File: src/rtl/id_token_scanner_if.sv
// Character stream in, word-token results out, for id_token_scanner.
// The scanner sits on the slave side; whoever feeds characters uses master.
interface id_token_scanner_if #(
   parameter int LEN_W = 5,
   parameter int CNT_W = 8
);
   logic             in_valid;
   logic [7:0]       char;
   logic             out;
   logic             tok_done;
   logic             tok_match;
   logic [LEN_W-1:0] tok_len;
   logic [CNT_W-1:0] tok_cnt;

   modport master (
      output in_valid,
      output char,
      input  out,
      input  tok_done,
      input  tok_match,
      input  tok_len,
      input  tok_cnt
   );

   modport slave (
      input  in_valid,
      input  char,
      output out,
      output tok_done,
      output tok_match,
      output tok_len,
      output tok_cnt
   );
endinterface

File: src/rtl/id_token_scanner.sv
// Identifier scanner: flags a letter-run/digit-run suffix on an ASCII stream and
// segments it into delimiter-separated words, reporting each word's match and length.
module id_token_scanner #(
   parameter int MIN_ALPHA = 1,
   parameter int MIN_DIGIT = 1,
   parameter int MAX_LEN   = 16,
   parameter int LEN_W     = 5,
   parameter int CNT_W     = 8
) (
   input logic               clk,
   input logic               reset,
   id_token_scanner_if.slave bus
);

   typedef enum logic [1:0] {
      IDLE  = 2'd0,
      ALPHA = 2'd1,
      DIGIT = 2'd2
   } stateT;

   localparam logic [LEN_W-1:0] MinAlphaL = LEN_W'(MIN_ALPHA);
   localparam logic [LEN_W-1:0] MinDigitL = LEN_W'(MIN_DIGIT);
   localparam logic [LEN_W-1:0] MaxLenL   = LEN_W'(MAX_LEN);

   stateT            r_state, w_stateNext;
   logic [LEN_W-1:0] r_aRun, w_aRunNext;
   logic [LEN_W-1:0] r_dRun, w_dRunNext;
   logic [LEN_W-1:0] r_wLen, w_wLenNext;
   logic [LEN_W-1:0] r_tokLen, w_tokLenNext;
   logic [CNT_W-1:0] r_tokCnt, w_tokCntNext;
   logic             r_tokDone, w_tokDoneNext;
   logic             r_tokMatch, w_tokMatchNext;
   logic             w_isDigit, w_isAlpha, w_out;

   function automatic logic [LEN_W-1:0] satInc(input logic [LEN_W-1:0] v);
      return (v == {LEN_W{1'b1}}) ? v : v + LEN_W'(1);
   endfunction

   always_comb begin
      w_isDigit = (bus.char >= 8'd48) && (bus.char <= 8'd57);
      w_isAlpha = ((bus.char >= 8'd65) && (bus.char <= 8'd90)) ||
                  ((bus.char >= 8'd97) && (bus.char <= 8'd122));
   end

   always_ff @(posedge clk) begin
      if (reset) begin
         r_state    <= IDLE;
         r_aRun     <= '0;
         r_dRun     <= '0;
         r_wLen     <= '0;
         r_tokLen   <= '0;
         r_tokCnt   <= '0;
         r_tokDone  <= 1'b0;
         r_tokMatch <= 1'b0;
      end else begin
         r_state    <= w_stateNext;
         r_aRun     <= w_aRunNext;
         r_dRun     <= w_dRunNext;
         r_wLen     <= w_wLenNext;
         r_tokLen   <= w_tokLenNext;
         r_tokCnt   <= w_tokCntNext;
         r_tokDone  <= w_tokDoneNext;
         r_tokMatch <= w_tokMatchNext;
      end
   end

   // Token pulse and match flag are rebuilt every cycle; everything else holds unless a char is consumed.
   always_comb begin
      w_stateNext    = r_state;
      w_aRunNext     = r_aRun;
      w_dRunNext     = r_dRun;
      w_wLenNext     = r_wLen;
      w_tokLenNext   = r_tokLen;
      w_tokCntNext   = r_tokCnt;
      w_tokDoneNext  = 1'b0;
      w_tokMatchNext = 1'b0;

      if (bus.in_valid) begin
         if (w_isDigit || w_isAlpha) begin
            w_wLenNext = satInc(r_wLen);
            case (r_state)
               IDLE: begin
                  if (w_isAlpha) begin
                     w_stateNext = ALPHA;
                     w_aRunNext  = LEN_W'(1);
                  end
               end
               ALPHA: begin
                  if (w_isAlpha) begin
                     w_aRunNext = satInc(r_aRun);
                  end else begin
                     w_stateNext = DIGIT;
                     w_dRunNext  = LEN_W'(1);
                  end
               end
               DIGIT: begin
                  if (w_isDigit) begin
                     w_dRunNext = satInc(r_dRun);
                  end else begin
                     w_stateNext = ALPHA;
                     w_aRunNext  = LEN_W'(1);
                     w_dRunNext  = '0;
                  end
               end
               default: begin
                  w_stateNext = IDLE;
               end
            endcase
         end else begin
            w_stateNext = IDLE;
            w_aRunNext  = '0;
            w_dRunNext  = '0;
            w_wLenNext  = '0;
            // The match decision uses the flag as it stood before this delimiter.
            if (r_wLen != '0) begin
               w_tokDoneNext  = 1'b1;
               w_tokLenNext   = r_wLen;
               w_tokMatchNext = w_out && (r_wLen <= MaxLenL);
               if (w_tokMatchNext && (r_tokCnt != {CNT_W{1'b1}})) begin
                  w_tokCntNext = r_tokCnt + CNT_W'(1);
               end
            end
         end
      end
   end

   always_comb begin
      w_out = (r_state == DIGIT) && (r_aRun >= MinAlphaL) && (r_dRun >= MinDigitL);
      bus.out       = w_out;
      bus.tok_done  = r_tokDone;
      bus.tok_match = r_tokMatch;
      bus.tok_len   = r_tokLen;
      bus.tok_cnt   = r_tokCnt;
   end

endmodule

File: src/flat_wrapper.sv
// flat-port wrapper written by rule: the top's interface ports become plain ports
module id_token_scanner_flat 
#(
   parameter int MIN_ALPHA = 1,
   parameter int MIN_DIGIT = 1,
   parameter int MAX_LEN   = 16,
   parameter int LEN_W     = 5,
   parameter int CNT_W     = 8
)
  (clk, reset, bus_in_valid, bus_char, bus_out, bus_tok_done, bus_tok_match, bus_tok_len, bus_tok_cnt);
  id_token_scanner_if #(.LEN_W(LEN_W), .CNT_W(CNT_W)) bus_i ();
  input logic clk;
  input logic reset;
  input wire logic [$bits(bus_i.in_valid)-1:0] bus_in_valid;
  input wire logic [$bits(bus_i.char)-1:0] bus_char;
  output wire logic [$bits(bus_i.out)-1:0] bus_out;
  output wire logic [$bits(bus_i.tok_done)-1:0] bus_tok_done;
  output wire logic [$bits(bus_i.tok_match)-1:0] bus_tok_match;
  output wire logic [$bits(bus_i.tok_len)-1:0] bus_tok_len;
  output wire logic [$bits(bus_i.tok_cnt)-1:0] bus_tok_cnt;
  assign bus_i.in_valid = bus_in_valid;
  assign bus_i.char = bus_char;
  assign bus_out = bus_i.out;
  assign bus_tok_done = bus_i.tok_done;
  assign bus_tok_match = bus_i.tok_match;
  assign bus_tok_len = bus_i.tok_len;
  assign bus_tok_cnt = bus_i.tok_cnt;
  id_token_scanner #(.MIN_ALPHA(MIN_ALPHA), .MIN_DIGIT(MIN_DIGIT), .MAX_LEN(MAX_LEN), .LEN_W(LEN_W), .CNT_W(CNT_W)) u_core (.clk(clk), .reset(reset), .bus(bus_i));
endmodule
File: config.mk
export PLATFORM = sky130hd
export DESIGN_NAME = id_token_scanner_flat
export DESIGN_NICKNAME = d
export VERILOG_FILES = /design/src/rtl/id_token_scanner_if.sv /design/src/rtl/id_token_scanner.sv /design/src/flat_wrapper.sv
export SDC_FILE = /design/constraint.sdc
export NUM_CORES = 1
export LEC_CHECK = 0
export ABC_AREA = 1
export CAP_MARGIN = 30
export CORE_UTILIZATION = 57
export CTS_BUF_LIST = sky130_fd_sc_hd__clkbuf_4
export CTS_CLUSTER_DIAMETER = 80
export DETAILED_ROUTE_END_ITERATION = 16
export HOLD_SLACK_MARGIN = 0.06
export PLACE_DENSITY = 0.92
export SETUP_SLACK_MARGIN = 0.1
export SLEW_MARGIN = 10
export SYNTH_ARGS = -nofsm -noshare
export SYNTH_HDL_FRONTEND = slang
export SYNTH_SLANG_ARGS = --single-unit
File: constraint.sdc
create_clock -name clk -period 1.8 [get_ports clk]
set_clock_uncertainty 0.05 [all_clocks]
set_input_delay 0.27 -clock clk [delete_from_list [all_inputs] [get_ports clk]]
set_output_delay 0.27 -clock clk [all_outputs]
set_load 0.01 [all_outputs]
; Word-level counts from Yosys, hierarchy flattened
; Cells that the tools add are included.
[classes]
n_lt_le_gt_ge = 9
bitwise = 3
eq_ne = 15
n_reduce_logical = 19
mux = 19
addsub = 4
[op_table]
columns = operator, count
row1 = two-way mux 5 bit, 11
row2 = >= comparator 8 x 7 -> 1 bit (second input constant), 2
row3 = <= comparator 8 x 7 -> 1 bit (second input constant), 2
row4 = adder 5 x 1 -> 5 bit (second input constant), 3
row5 = == test 5 bit (second input constant), 3
row6 = case mux 5 bit (3 select lines), 1
row7 = != test 3 bit (second input constant), 4
row8 = AND reduction 4 bit, 3
row9 = >= comparator 5 x 1 -> 1 bit (second input constant), 2
row10 = case mux 5 bit (2 select lines), 1
row11 = adder 8 x 1 -> 8 bit (second input constant), 1
row12 = >= comparator 8 x 6 -> 1 bit (second input constant), 1
row13 = <= comparator 8 x 6 -> 1 bit (second input constant), 1
row14 = two-way mux 2 bit, 4
row15 = != test 4 bit (second input constant), 2
row16 = != test 8 bit (second input constant), 1
row17 = logical AND 1 bit, 7
row18 = != test 3 x 2 -> 1 bit (second input constant), 2
row19 = case mux 2 bit (3 select lines), 1
row20 = AND reduction 6 bit, 1
row21 = <= comparator 5 bit (second input constant), 1
row22 = nonzero test 5 bit, 1
row23 = OR reduction 4 bit, 1
row24 = NOT 1 bit, 3
row25 = 9 further kinds, 10
[word_totals]
output_inout_bits = 16
reg_bits = 32

; Longest topological paths before layout
; Gate-level depths: netlist (run 1).
[depth]
ltp_word = 6
mapped_depth = 15

; Worst setup path after synthesis (run 1)
; Ideal clock, no wire load.
[synth_path]
path_type = flip-flop to flip-flop
from = register u_core.r_dRun[0]
to = register u_core.r_tokCnt[0] (netlist: u_core.bus.tok_cnt[0])
path_stages_with_launch = 11
n_path_buf = 0
slack_ns = 0.100
period_less_slack_ns = 1.700
arrival_ns = 1.523
t_required_ns = 1.622
setup_ns = 0.128
path_cell_list = dfxtp_1 > ha_1 > nor2_1 > nand3_1 > nand2_1 > nor2_2 > nand3_1 > nor2_2 > nand2_2 > xor2_1 > nor2_1
[synth_via]
elab_chain_cells = 5
[synth_lines]
columns = element, line
row1 = start: declaration, id_token_scanner.sv:27  ; logic [LEN_W-1:0] r_dRun, w_dRunNext;
row2 = start signal: assignment, id_token_scanner.sv:58  ; r_dRun <= w_dRunNext;
row3 = >= comparator 5 x 1 -> 1 bit, id_token_scanner.sv:128  ; w_out = (r_state == DIGIT) && (r_aRun >= MinAlphaL) && (r_dRun >= MinDigitL);
row4 = logical AND 1 bit, id_token_scanner.sv:128
row5 = named net bus_out, flat_wrapper.sv:16  ; output wire logic [$bits(bus_i.out)-1:0] bus_out;
row6 = logical AND 1 bit, id_token_scanner.sv:118  ; w_tokMatchNext = w_out && (r_wLen <= MaxLenL);
row7 = logical AND 1 bit, id_token_scanner.sv:119  ; if (w_tokMatchNext && (r_tokCnt != {CNT_W{1'b1}})) begin
row8 = AND reduction 4 bit (no line), -
row9 = end signal: assignment, id_token_scanner.sv:61  ; r_tokCnt <= w_tokCntNext;
row10 = end: declaration, id_token_scanner.sv:30  ; logic [CNT_W-1:0] r_tokCnt, w_tokCntNext;
; The timed path passes the listed nets, and every way through them passes these cells.
; A chain may end at the register's enable or synchronous reset.

; Final worst setup path (run 1)
[layout_path]
from = register u_core.r_dRun[1]
to = register u_core.r_tokCnt[4] (netlist: u_core.bus.tok_cnt[4])
[layout_via]
elab_chain_cells = 5
[layout_lines]
columns = element, line
row1 = >= comparator 5 x 1 -> 1 bit, id_token_scanner.sv:128
row2 = logical AND 1 bit, id_token_scanner.sv:128
row3 = logical AND 1 bit, id_token_scanner.sv:118
row4 = logical AND 1 bit, id_token_scanner.sv:119
row5 = AND reduction 4 bit (no line), -
; Every way passes these cells.

==> results of run 1 <==
[layer usage]
layer | share of wire, % | track usage [%] | up-vias
li1 | - | - | 1069
met1 | 36 | 33.4 | 1081
met2 | 49 | 52.5 | 171
met3 | 8.4 | 9.24 | 63
met4 | 6.5 | 16.6 | 0
met5 | 0 | 0 | -
[flip-flops by register name, summed over array words and instances (netlist names)]
signal,cells
u_core.r_state,2
u_core.bus.tok_len,5
u_core.bus.tok_cnt,8
u_core.bus.tok_done,1
u_core.r_dRun,5
u_core.r_aRun,5
u_core.bus.tok_match,1
u_core.r_wLen,5
[how the worst max path moves through the flow]
| stage | startpoint | to | slack [ns] | depth (start not counted) |
|---|---|---|---|---|
| after floorplan | u_core.r_dRun[0] | u_core.bus.tok_cnt[0] | 0.15 | 10 |
| after global placement | bus_char[5] | u_core.r_dRun[0] | -0.26 | 13 |
| after detailed placement | bus_char[6] | u_core.r_aRun[2] | -0.38 | 13 |
| after CTS | u_core.r_aRun[0] | bus_out | 0.09 | 6 |
| after global routing | u_core.r_dRun[1] | u_core.bus.tok_cnt[4] | -0.22 | 11 |
| final | u_core.r_dRun[1] | u_core.bus.tok_cnt[4] | -0.19 | 11 |
[worst max-delay path: stages, from the launching register on]
cell	delay, ns
sky130_fd_sc_hd__dfxtp_2	0.35
sky130_fd_sc_hd__inv_1	0.07
sky130_fd_sc_hd__ha_2	0.17
sky130_fd_sc_hd__nor2_1	0.05
sky130_fd_sc_hd__nand3_1	0.14
sky130_fd_sc_hd__nand2_2	0.09
sky130_fd_sc_hd__nor2_4	0.18
sky130_fd_sc_hd__nand3_2	0.14
sky130_fd_sc_hd__nor2_4	0.18
sky130_fd_sc_hd__buf_6	0.16
sky130_fd_sc_hd__nand3_1	0.11
sky130_fd_sc_hd__a21oi_1	0.24
[Yosys cell counts (all sizes together)]
| cell | n | area [um2] |
|---|---|---|
| a21oi | 21 | 109 |
| and3 | 2 | 12.5 |
| buf | 2 | 18.8 |
| clkbuf | 2 | 7.51 |
| clkinv | 2 | 7.51 |
| dfxtp | 32 | 641 |
| ha | 14 | 175 |
| inv | 37 | 139 |
| nand2 | 68 | 268 |
| nand3 | 30 | 173 |
| nand4 | 5 | 31.3 |
| nor2 | 57 | 236 |
| nor3 | 5 | 25.0 |
| nor3b | 1 | 7.51 |
| o21ai | 12 | 60.1 |
| xnor2 | 4 | 35.0 |
| xor2 | 6 | 52.6 |
[cell families after synthesis]
family,after synthesis,synth area share [%]
buffers and inverters,43,8.64
flip-flops,32,32.1
AND/OR/NAND/NOR,168,37.7
AO/OA/AOI/OAI,33,8.45
XOR/XNOR,10,4.38
adder cells (fa/ha/maj),14,8.77
[per-stage QoR]
step | setup WS (ns) | std cells | instance area (um2)
2_1_floorplan | 0.150 | 300 | 2000
3_3_place_gp | -0.259 | 387 | 2440
3_5_place_dp | -0.384 | 387 | 2440
4_1_cts | 0.0928 | 395 | 2580
5_1_grt | -0.219 | 402 | 2890
6_report | -0.188 | 402 | 2890
[power by group through the flow]
stage / Clock [mW] / Sequential (mW) / Combinational [mW]
final: 0.442 / 0.771 / 0.506
after floorplan: 0 / 0.777 / 0.227
after detailed placement: 0 / 0.776 / 0.363
after global routing: 0.467 / 0.775 / 0.540
after global placement: 0 / 0.775 / 0.346
after CTS: 0.434 / 0.763 / 0.388
[final cells by class]
type | instances | area, um2 | area share, %
Tap cell | 46 | 57.6 | 1.99
Clock buffer | 7 | 52.6 | 1.82
Timing Repair Buffer | 52 | 478 | 16.5
Clock inverter | 1 | 3.75 | 0.130
Sequential cell | 32 | 661 | 22.9
Inverter | 39 | 146 | 5.06
Multi-Input combinational cell | 225 | 1490 | 51.6
[what timing repair did]
item                                    in CTS  in global routing
endpoints found under the setup margin      28                 35
buffers inserted                             0                  7
gates resized for setup                     42                 74
pin swaps                                   16                 28
[cells in the final DEF (no fill, tap or decap), types with 3 or more instances in the layout]
cell and n:
sky130_fd_sc_hd__buf_4 17, sky130_fd_sc_hd__a21oi_2 9, sky130_fd_sc_hd__inv_1 26, sky130_fd_sc_hd__nor3_1 4, sky130_fd_sc_hd__clkinv_1 3, sky130_fd_sc_hd__clkbuf_4 7
sky130_fd_sc_hd__buf_6 10, sky130_fd_sc_hd__inv_2 11, sky130_fd_sc_hd__ha_1 6, sky130_fd_sc_hd__nand4_1 5, sky130_fd_sc_hd__o21ai_0 3, sky130_fd_sc_hd__clkdlybuf4s50_1 17
sky130_fd_sc_hd__dlygate4sd2_1 6, sky130_fd_sc_hd__xor2_1 6, sky130_fd_sc_hd__nor2_1 45, sky130_fd_sc_hd__ha_4 4, sky130_fd_sc_hd__nand3_4 4, sky130_fd_sc_hd__dfxtp_2 13
sky130_fd_sc_hd__a21oi_1 11, sky130_fd_sc_hd__o21ai_2 4, sky130_fd_sc_hd__nor2_2 6, sky130_fd_sc_hd__xnor2_1 4, sky130_fd_sc_hd__nand3_2 7, sky130_fd_sc_hd__nand2_2 10
sky130_fd_sc_hd__ha_2 4, sky130_fd_sc_hd__nor2_4 6, sky130_fd_sc_hd__nand3_1 19, sky130_fd_sc_hd__nand2_1 52, sky130_fd_sc_hd__dfxtp_1 18, sky130_fd_sc_hd__o21ai_1 4
sky130_fd_sc_hd__nand2_4 6
==> run summary, run 1 <==
For this run, design rule violations remaining after detail routing come to 0. Along the worst path, the maximum fanout reaches 7. The die width came out at 61.2 um.

The hold violation total from the final report is 0, and the switching portion of total power is 35.0%. The tools report the clock root buffer as sky130_fd_sc_hd__clkbuf_4. Setup repair after global routing could not meet its margin everywhere. Dividing the final minimum period by the clock period gives 110%.

Synthesis produced a netlist with a net count of 325. Across the run, the number of max-cap violations was 0. Global routing finished with a remaining overflow of 0. The H-tree generated during clock tree synthesis spans 2 levels. The logs give 9 for the total setup violations reported at the end of the flow and 1.25 nW for the leakage power.

Sequential cells account for 44.9% of the total power. Relative to the synthesized area, the layout overhead comes to 44.6%. The initial utilization of the core area, before any placement, comes to 59.9%. Once detail routing completed, the nets flagged for antenna violations numbered 0.

The floorplan step defined a die boundary enclosing 3750 um2. The initial DRC count is 248. The run gives -0.518 ns as the setup TNS after final layout. The average routed wire per standard cell came out at 17.6 um.

The worst setup path is captured at a register. Wires add up to 7080 um. Power spread over the standard cell area amounts to 595 nW/um2. The number of primary I/O pins was 27; the detailed-placement wirelength estimate was 3660 um.

Of the cells placed in the final design, the portion with a size suffix greater than 1 is 35.1%. After clock tree synthesis, the clock-pin slew on the worst setup and hold paths is 0.11 ns. Counting flops and latches in the post-synthesis netlist gives 32.

For the final-layout fill cell count, the log shows 177. Synthesis produced 300 cells. The first detailed-routing pass ran for 7 iterations. After layout, the design draws a total of 1.72 mW. For this run, the register share of the synthesized area comes to 32.1%. The checks that failed: negative setup slack. Internal power comes to 1.12 mW. For this run, the top clock speed supported by timing is 503 MHz.

In this run the deepest clock path goes through 2 buffers. For the number of max-slew violations in the final report, the log shows 0. The run gives 76.0% as the relative slew slack. The min-delay analysis places its worst path in the category register to register. For hold timing, the worst endpoint is u_core.bus.tok_len[2].

The first global-routing pass estimated 8350 um of wire. The run gives 30.4% as the total routing usage reported by global routing. The later pin in the worst-skew pair is clocked with a latency of 0.36 ns. 0 antenna diodes ended up in the layout. The endpoint identified for the worst register-to-register timing path is u_core.bus.tok_cnt[4].

The power dissipated by switching net loads was 601 uW; the per-instance average area after synthesis was 6.66 um2. Nature of the critical path startpoint: a register. On the final layout, the worst hold slack is 0.417 ns. The run gives 380 as the final layout net count.

The hold path startpoint is u_core.bus.tok_len[2]. The core area is 3340 um2, and the highest ir drop seen on vdd is 548 uV. The category of the most critical setup path was register to register.

In this run the core area contains 21 standard-cell rows. The synthesized netlist contains 26 unique library cells. The run gives 2.21 ns as the critical path arrival. Post-cts hold buffer count: 0. The clock net in this run drives a total of 32 sinks.

Dividing the detail-routed via count by the number of cells gives 5.93. Measured on the finished design, the core utilization comes to 86.6%. For the worst setup path, the data required time is 2.02 ns. Yosys printed 0 warnings. The hold-critical path depth was 2; the actual transition at the worst max-transition pin was 0.361 ns. TritonCTS created 5 clock buffers. The number of antenna violations at the first check in global routing is 0, and the floorplan die height is 61.2 um. The setup slack of the critical path after layout is -0.188 ns, and the pin count of the biggest net entering global routing is 11. TritonCTS built the clock tree. The congestion estimate from routability-driven global placement came to 0.880.

The vias after detailed routing is 2384. The worst reg2reg path depth is 11. The number of global-route vias before repair was 1989; the final critical-path required period was 1.99 ns.

The run finished, with violations left. The mapped netlist covers 2000 um2. Origin of the critical flop-to-flop path: u_core.r_dRun[1].

For flop-to-flop paths, the worst setup slack is -0.19 ns. The count of buffers inserted at the top-level ports is 26. The clock network accounts for 25.7% of the total power.

In this run, the combinational gates consume 29.5% of the power.
Power figures use the tool's default switching activity.
==> inputs of run 2 (changes only) <==
Settings changed: ABC_AREA 1 to 0, CORE_UTILIZATION 57 to 56, CTS_CLUSTER_DIAMETER 80 to 120, PLACE_DENSITY 0.92 to 0.91.
==> run summary, run 2 <==
The die width is 60.9 um. In the synthesized netlist, the cells that appear most often are 32 x sky130_fd_sc_hd__dfxtp_1, 19 x sky130_fd_sc_hd__a21oi_1, 17 x sky130_fd_sc_hd__nand2_1, 15 x sky130_fd_sc_hd__nand3_1, 14 x sky130_fd_sc_hd__ha_1. Of the post-synthesis cell area, the dominant cell type holds 33.0%. The die is 60.9 um tall.

For the mapped cell area, the log shows 1940 um2. Row generation in the floorplan step produced 21 rows. Sequential elements use 33.0% of the synthesized area. Entering global routing, the biggest net connects 32 pins. The dominant synthesized flop cell was sky130_fd_sc_hd__dfxtp_1.

Last weighted congestion value of the routability-driven placer: 0.850. The flow halted during 5_1_grt. For this run, the number of Yosys warnings is 0.

The cell count after synthesis was 224. Synthesis instantiated 54 different standard cells from the library. The first error in the log reads "[ERROR DPL-0038] Utilization greater than 100%, impossible to legalize". Synthesis produced a netlist with a net count of 249. The tools report the worst setup endpoint after the global-route repair_timing as u_core.bus.tok_cnt[4]$_SDFFE_PP0P_/D. After synthesis, the share of flip-flops with an asynchronous set or reset is 0%. The count of buffers inserted at the top-level ports is 26, and the count of H-tree levels built during CTS is 2. For this design, the sink count on the clock tree is 32. Of all cell types, the one taking the most synthesized area is sky130_fd_sc_hd__dfxtp_1.

For the number of CTS-inserted buffers, the log shows 5. The detailed-placement wirelength estimate was 4040 um; the maximum buffer depth of the clock tree was 2. The number of primary I/O pins was 27. Yosys instantiated no cell more often than sky130_fd_sc_hd__dfxtp_1. In this run the mean area of a mapped cell was 8.66 um2.

The initial utilization of the core area, before any placement, comes to 58.2%. The number of synthesized flops with an enable pin came out at 0. By area the synthesized netlist is led by sky130_fd_sc_hd__dfxtp_1 33%, sky130_fd_sc_hd__ha_1 9.0%, sky130_fd_sc_hd__a21oi_1 4.9%, sky130_fd_sc_hd__nand4_1 4.2%, sky130_fd_sc_hd__nand3_1 3.9%.

The root buffer cell chosen for the clock tree is sky130_fd_sc_hd__clkbuf_4. The flow did not finish. After synthesis the netlist holds a flip-flop and latch count of 32. The kind of pin the worst path terminates on was a sequential cell input.

Post-cts hold buffer count: 0.
[run 2: cell types whose count changed after synthesis, sizes merged, moves of 5 or more]
cell and delta:
or4 +5, nor2 -48, xor2 -5, nand3 -15
o21ai -6, a31oi +8, nand4 +8, o31ai +5
inv -25, nand2 -51
[run 2: logic make-up after synthesis]
family,share of synthesized area [%]
compound gates,21.9
xor+xnor,0.451
fa+ha+maj,9.03
buf+inv,5.09
flops,33.0
mux,1.68
simple gates,28.8
[run 2: what timing repair did]
action,in CTS
gates cloned,2
resized for setup,61
setup buffers,12
pin swaps,20
setup endpoints to repair,33
[run 2: stage by stage]
stage	area (um2)	hold WS (ns)	setup TNS (ns)	cells	setup WS, ns
after CTS	3040	0.443	-2.32	358	-0.321
after global placement	2680	0.424	-15.11	337	-0.602
after detailed placement	2680	0.429	-17.12	337	-0.666
after floorplan	2060	0.329	-0.837	224	-0.209
==> inputs of run 3 (changes only) <==
Settings changed: CORE_UTILIZATION 56 to 40, CTS_BUF_LIST sky130_fd_sc_hd__clkbuf_4 to not set, CTS_CLUSTER_DIAMETER 120 to not set, HOLD_SLACK_MARGIN 0.06 to not set, PLACE_DENSITY 0.91 to not set, PLACE_DENSITY_LB_ADDON set to 0.15, SETUP_SLACK_MARGIN 0.1 to not set.
==> run summary, run 3 <==
The flow ran to the end, but the final reports show violations. The checks that failed: negative setup slack. After the last flow step, the layout net total stands at 342. After detailed routing, the number of remaining DRC violations is 0.

Once the floorplan was initialized, standard cells occupied 43.1% of the core. At the end of routability-driven placement, the weighted congestion stood at 0.869. The critical path arrival came out at 2.21 ns. The leftover overflow at the end of global routing was 0; the clock input transition at the sequential cells of the worst setup and hold paths was 0.06 ns. The run gives 351 as the placed cell count.

The cell taking the most area after synthesis was sky130_fd_sc_hd__dfxtp_1. The vias after detailed routing is 2103. The number of CTS-inserted buffers came out at 5. Share of the core filled with cells in the final layout: 70.4%. The top cell types in the final layout, fill and taps aside, are 57 x sky130_fd_sc_hd__buf_4, 26 x sky130_fd_sc_hd__dfxtp_1, 20 x sky130_fd_sc_hd__clkdlybuf4s50_1. Synthesis produced a netlist whose cell count is 224.

Entering global routing, the biggest net connects 14 pins. The floorplan die height is 71.7 um, and the layout overhead on the synthesized area is 63.5%. The number of standard cells in the layout, taps in and fillers out was 370. The critical path data required time was 1.93 ns; the highest ir drop seen on vdd was 367 uV. 27 I/O pins were placed. The source-to-sink clock delay at the later pin of the worst-skew pair came out at 0.29 ns. At the pin with the least slew margin, the transition time is 0.471 ns.

Summed over all layers, the routed wires come to 5870 um. The biggest fanout along the worst timing path works out to 10. Post-synthesis share of cell area spent on and, or, nand and nor gates: 28.8%.

The total setup violations reported at the end of the flow was 18. The number of flip-flops under the largest register name is 8. The number of antenna violations at the first check in global routing was 0. Ranked by total cell area, the synthesized netlist is headed by sky130_fd_sc_hd__dfxtp_1 33%, sky130_fd_sc_hd__ha_1 9.0%, sky130_fd_sc_hd__a21oi_1 4.9%, sky130_fd_sc_hd__nand4_1 4.2%, sky130_fd_sc_hd__nand3_1 3.9%.

The power per standard cell area is 500 nW/um2. Average routed wire per standard cell: 15.9 um. The hold path startpoint was u_core.bus.tok_len[1].

The xor/xnor cell area share of the yosys netlist came out at 0.451%. By count the netlist is led by 32 x sky130_fd_sc_hd__dfxtp_1, 19 x sky130_fd_sc_hd__a21oi_1, 17 x sky130_fd_sc_hd__nand2_1, 15 x sky130_fd_sc_hd__nand3_1, 14 x sky130_fd_sc_hd__ha_1. Each instance of the synthesized netlist takes up on average 8.66 um2. Across the run, the number of max-cap violations was 0.

The worst path uses 116% of the clock period. For this run, the leading register cell type out of synthesis is sky130_fd_sc_hd__dfxtp_1. In this run the worst hold path is classified as register to register.

The maximum buffer depth of the clock tree is 2, and the placement-stage cell area is 2680 um2. The timing-limited maximum frequency was 480 MHz. The site row count is 24. The hold violation total from the final report was 0; the post-synthesis net count was 249. The logs give 5130 um2 for the die outline area and 0 for the count of nets left with antenna violations after detail routing. The number of max-slew violations in the final report is 0. The launching element of the worst setup path is u_core.r_wLen[0]. The end of the worst register-to-register path is u_core.bus.tok_cnt[7]. STA classifies the critical path startpoint as a register. The vias per cell came out at 5.68. In the final layout, the share of cells above drive strength 1 is 43.7%. The die width came out at 71.7 um.

Leaving out fill and tap cells, the most frequent cell in the layout is sky130_fd_sc_hd__buf_4. In the global route stage, overall resource usage came out at 24.1%. For the count of H-tree levels built during CTS, the log shows 2. TritonCTS built the clock tree. The run gives 4 as the number of detailed-routing iterations run before antenna repair.

The critical path is of the register to register type. In this run the static leakage power is 1.19 nW. The post-route cell area is 3170 um2.

Following the worst setup path forward leads to its endpoint at u_core.bus.tok_cnt[7]. Setup repair after global routing could not meet its margin everywhere. For the setup slack of the critical path after layout, the log shows -0.285 ns. By instance count, the leading cell after synthesis is sky130_fd_sc_hd__dfxtp_1. The run gives 0 as the number of diodes added for antenna fixing. The worst path needs 2.09 ns of the cycle, external delays included. The synthesized design contains 32 register bits. Counting flops with a built-in enable in the synthesized netlist gives 0. Clock root buffer: sky130_fd_sc_hd__clkbuf_8.

Yosys printed 0 warnings. The complex-gate fraction of the synthesized area came out at 21.9%. By area, the combinational part of the netlist is dominated by simple AND/OR/NAND/NOR gates. In this run the critical register-to-register path is launched from u_core.r_wLen[0]. The post-synthesis mux area share is 1.68%, and the count of clock tree sinks is 32. The count of buffers inserted at the top-level ports was 26; the register area share after synthesis was 33.0%. After synthesis, the share of flip-flops with an asynchronous set or reset is 0%. The number of global-route vias before repair was 2093; the initial DRC count was 94. Counting cells, the worst reg-to-reg path comes to 8.

The first global-routing pass estimated 9750 um of wire. After Yosys synthesis, full adders, half adders and majority gates account for 9.03% of the synthesized area. The relative slew slack was 68.5%; the share of Yosys cell area claimed by the top area cell type was 33.0%.

The synthesized netlist contains 54 unique library cells. The worst setup path is captured at a register. Worst setup slack for register-to-register paths: -0.29 ns.

The mapped cell area was 1940 um2. In this run the standard cell core region covers 4500 um2. The run gives 3800 um as the detailed-placement wirelength estimate.
-- run 3: area by class of cell --
cell class,instances,area (um2)
clock buffers,8,90.1
fillers,349,1330
inverters,13,48.8
multi-input cells,171,1510
flip-flops and latches,32,648
well taps,52,65.1
repair buffers,94,815
-- run 3: critical path: stages, from the launching register on --
cell                      delay [ns]
sky130_fd_sc_hd__dfxtp_2        0.32
sky130_fd_sc_hd__inv_2          0.05
sky130_fd_sc_hd__ha_1           0.14
sky130_fd_sc_hd__or3b_4         0.39
sky130_fd_sc_hd__xor2_2         0.15
sky130_fd_sc_hd__nand4_1        0.12
sky130_fd_sc_hd__buf_6          0.16
sky130_fd_sc_hd__nor4b_4        0.28
sky130_fd_sc_hd__mux2_4         0.32
-- run 3: cells by family after synthesis --
kind of cell / count (synthesis)
mux: 3
xor+xnor: 1
flops: 32
buf+inv: 22
compound gates: 59
fa+ha+maj: 14
simple gates: 93
-- run 3: repair_timing --
item | in CTS | in global routing
setup endpoints to repair | 32 | 31
pin swaps | 21 | 11
hold buffers | 0 | 0
buffers inserted | 7 | 2
gates cloned | 2 | 0
resized for setup | 49 | 39
-- run 3: through the flow --
| step | setup TNS, ns | power (mW) | setup slack (ns) | hold slack (ns) |
|---|---|---|---|---|
| 4_1_cts | -1.84 | 1.56 | -0.291 | 0.443 |
| 5_1_grt | -4.13 | 1.66 | -0.396 | 0.459 |
| 3_3_place_gp | -16.60 | 0.957 | -0.612 | 0.424 |
| 6_report | -1.73 | 1.59 | -0.285 | 0.437 |
| 2_1_floorplan | -0.827 | 0.851 | -0.212 | 0.329 |
| 3_5_place_dp | -17.88 | 0.959 | -0.669 | 0.427 |
-- run 3: how the worst min path moves through the flow --
stage                     cells after the start                     to  slack (ns)
after floorplan                               1       u_core.r_wLen[0]        0.33
after global placement                        1  u_core.bus.tok_len[0]        0.42
after global routing                          1  u_core.bus.tok_len[2]        0.46
after CTS                                     1  u_core.bus.tok_len[1]        0.44
final                                         1  u_core.bus.tok_len[1]        0.44
after detailed placement                      1  u_core.bus.tok_len[1]        0.43
-- run 3: power by group --
| part | switching, mW | internal (mW) |
|---|---|---|
| sequential | 0.00712 | 0.715 |
| clock | 0.261 | 0.312 |
| combinational | 0.153 | 0.140 |
| total | 0.421 | 1.17 |
-- run 3: routing by layer --
metal	vias up	routed length, um	global-route usage, %
li1	1042	-	-
met1	1014	2660	30.1
met2	41	2990	41.1
met3	6	163	5.77
met4	0	61	7.19
met5	-	0	0
==> inputs of run 4 (changes only) <==
Settings changed: CAP_MARGIN 30 to 20, SLEW_MARGIN 10 to 20.
==> results of run 4 <==
No change in the layout: final DEF, timing and power equal those of run 3.
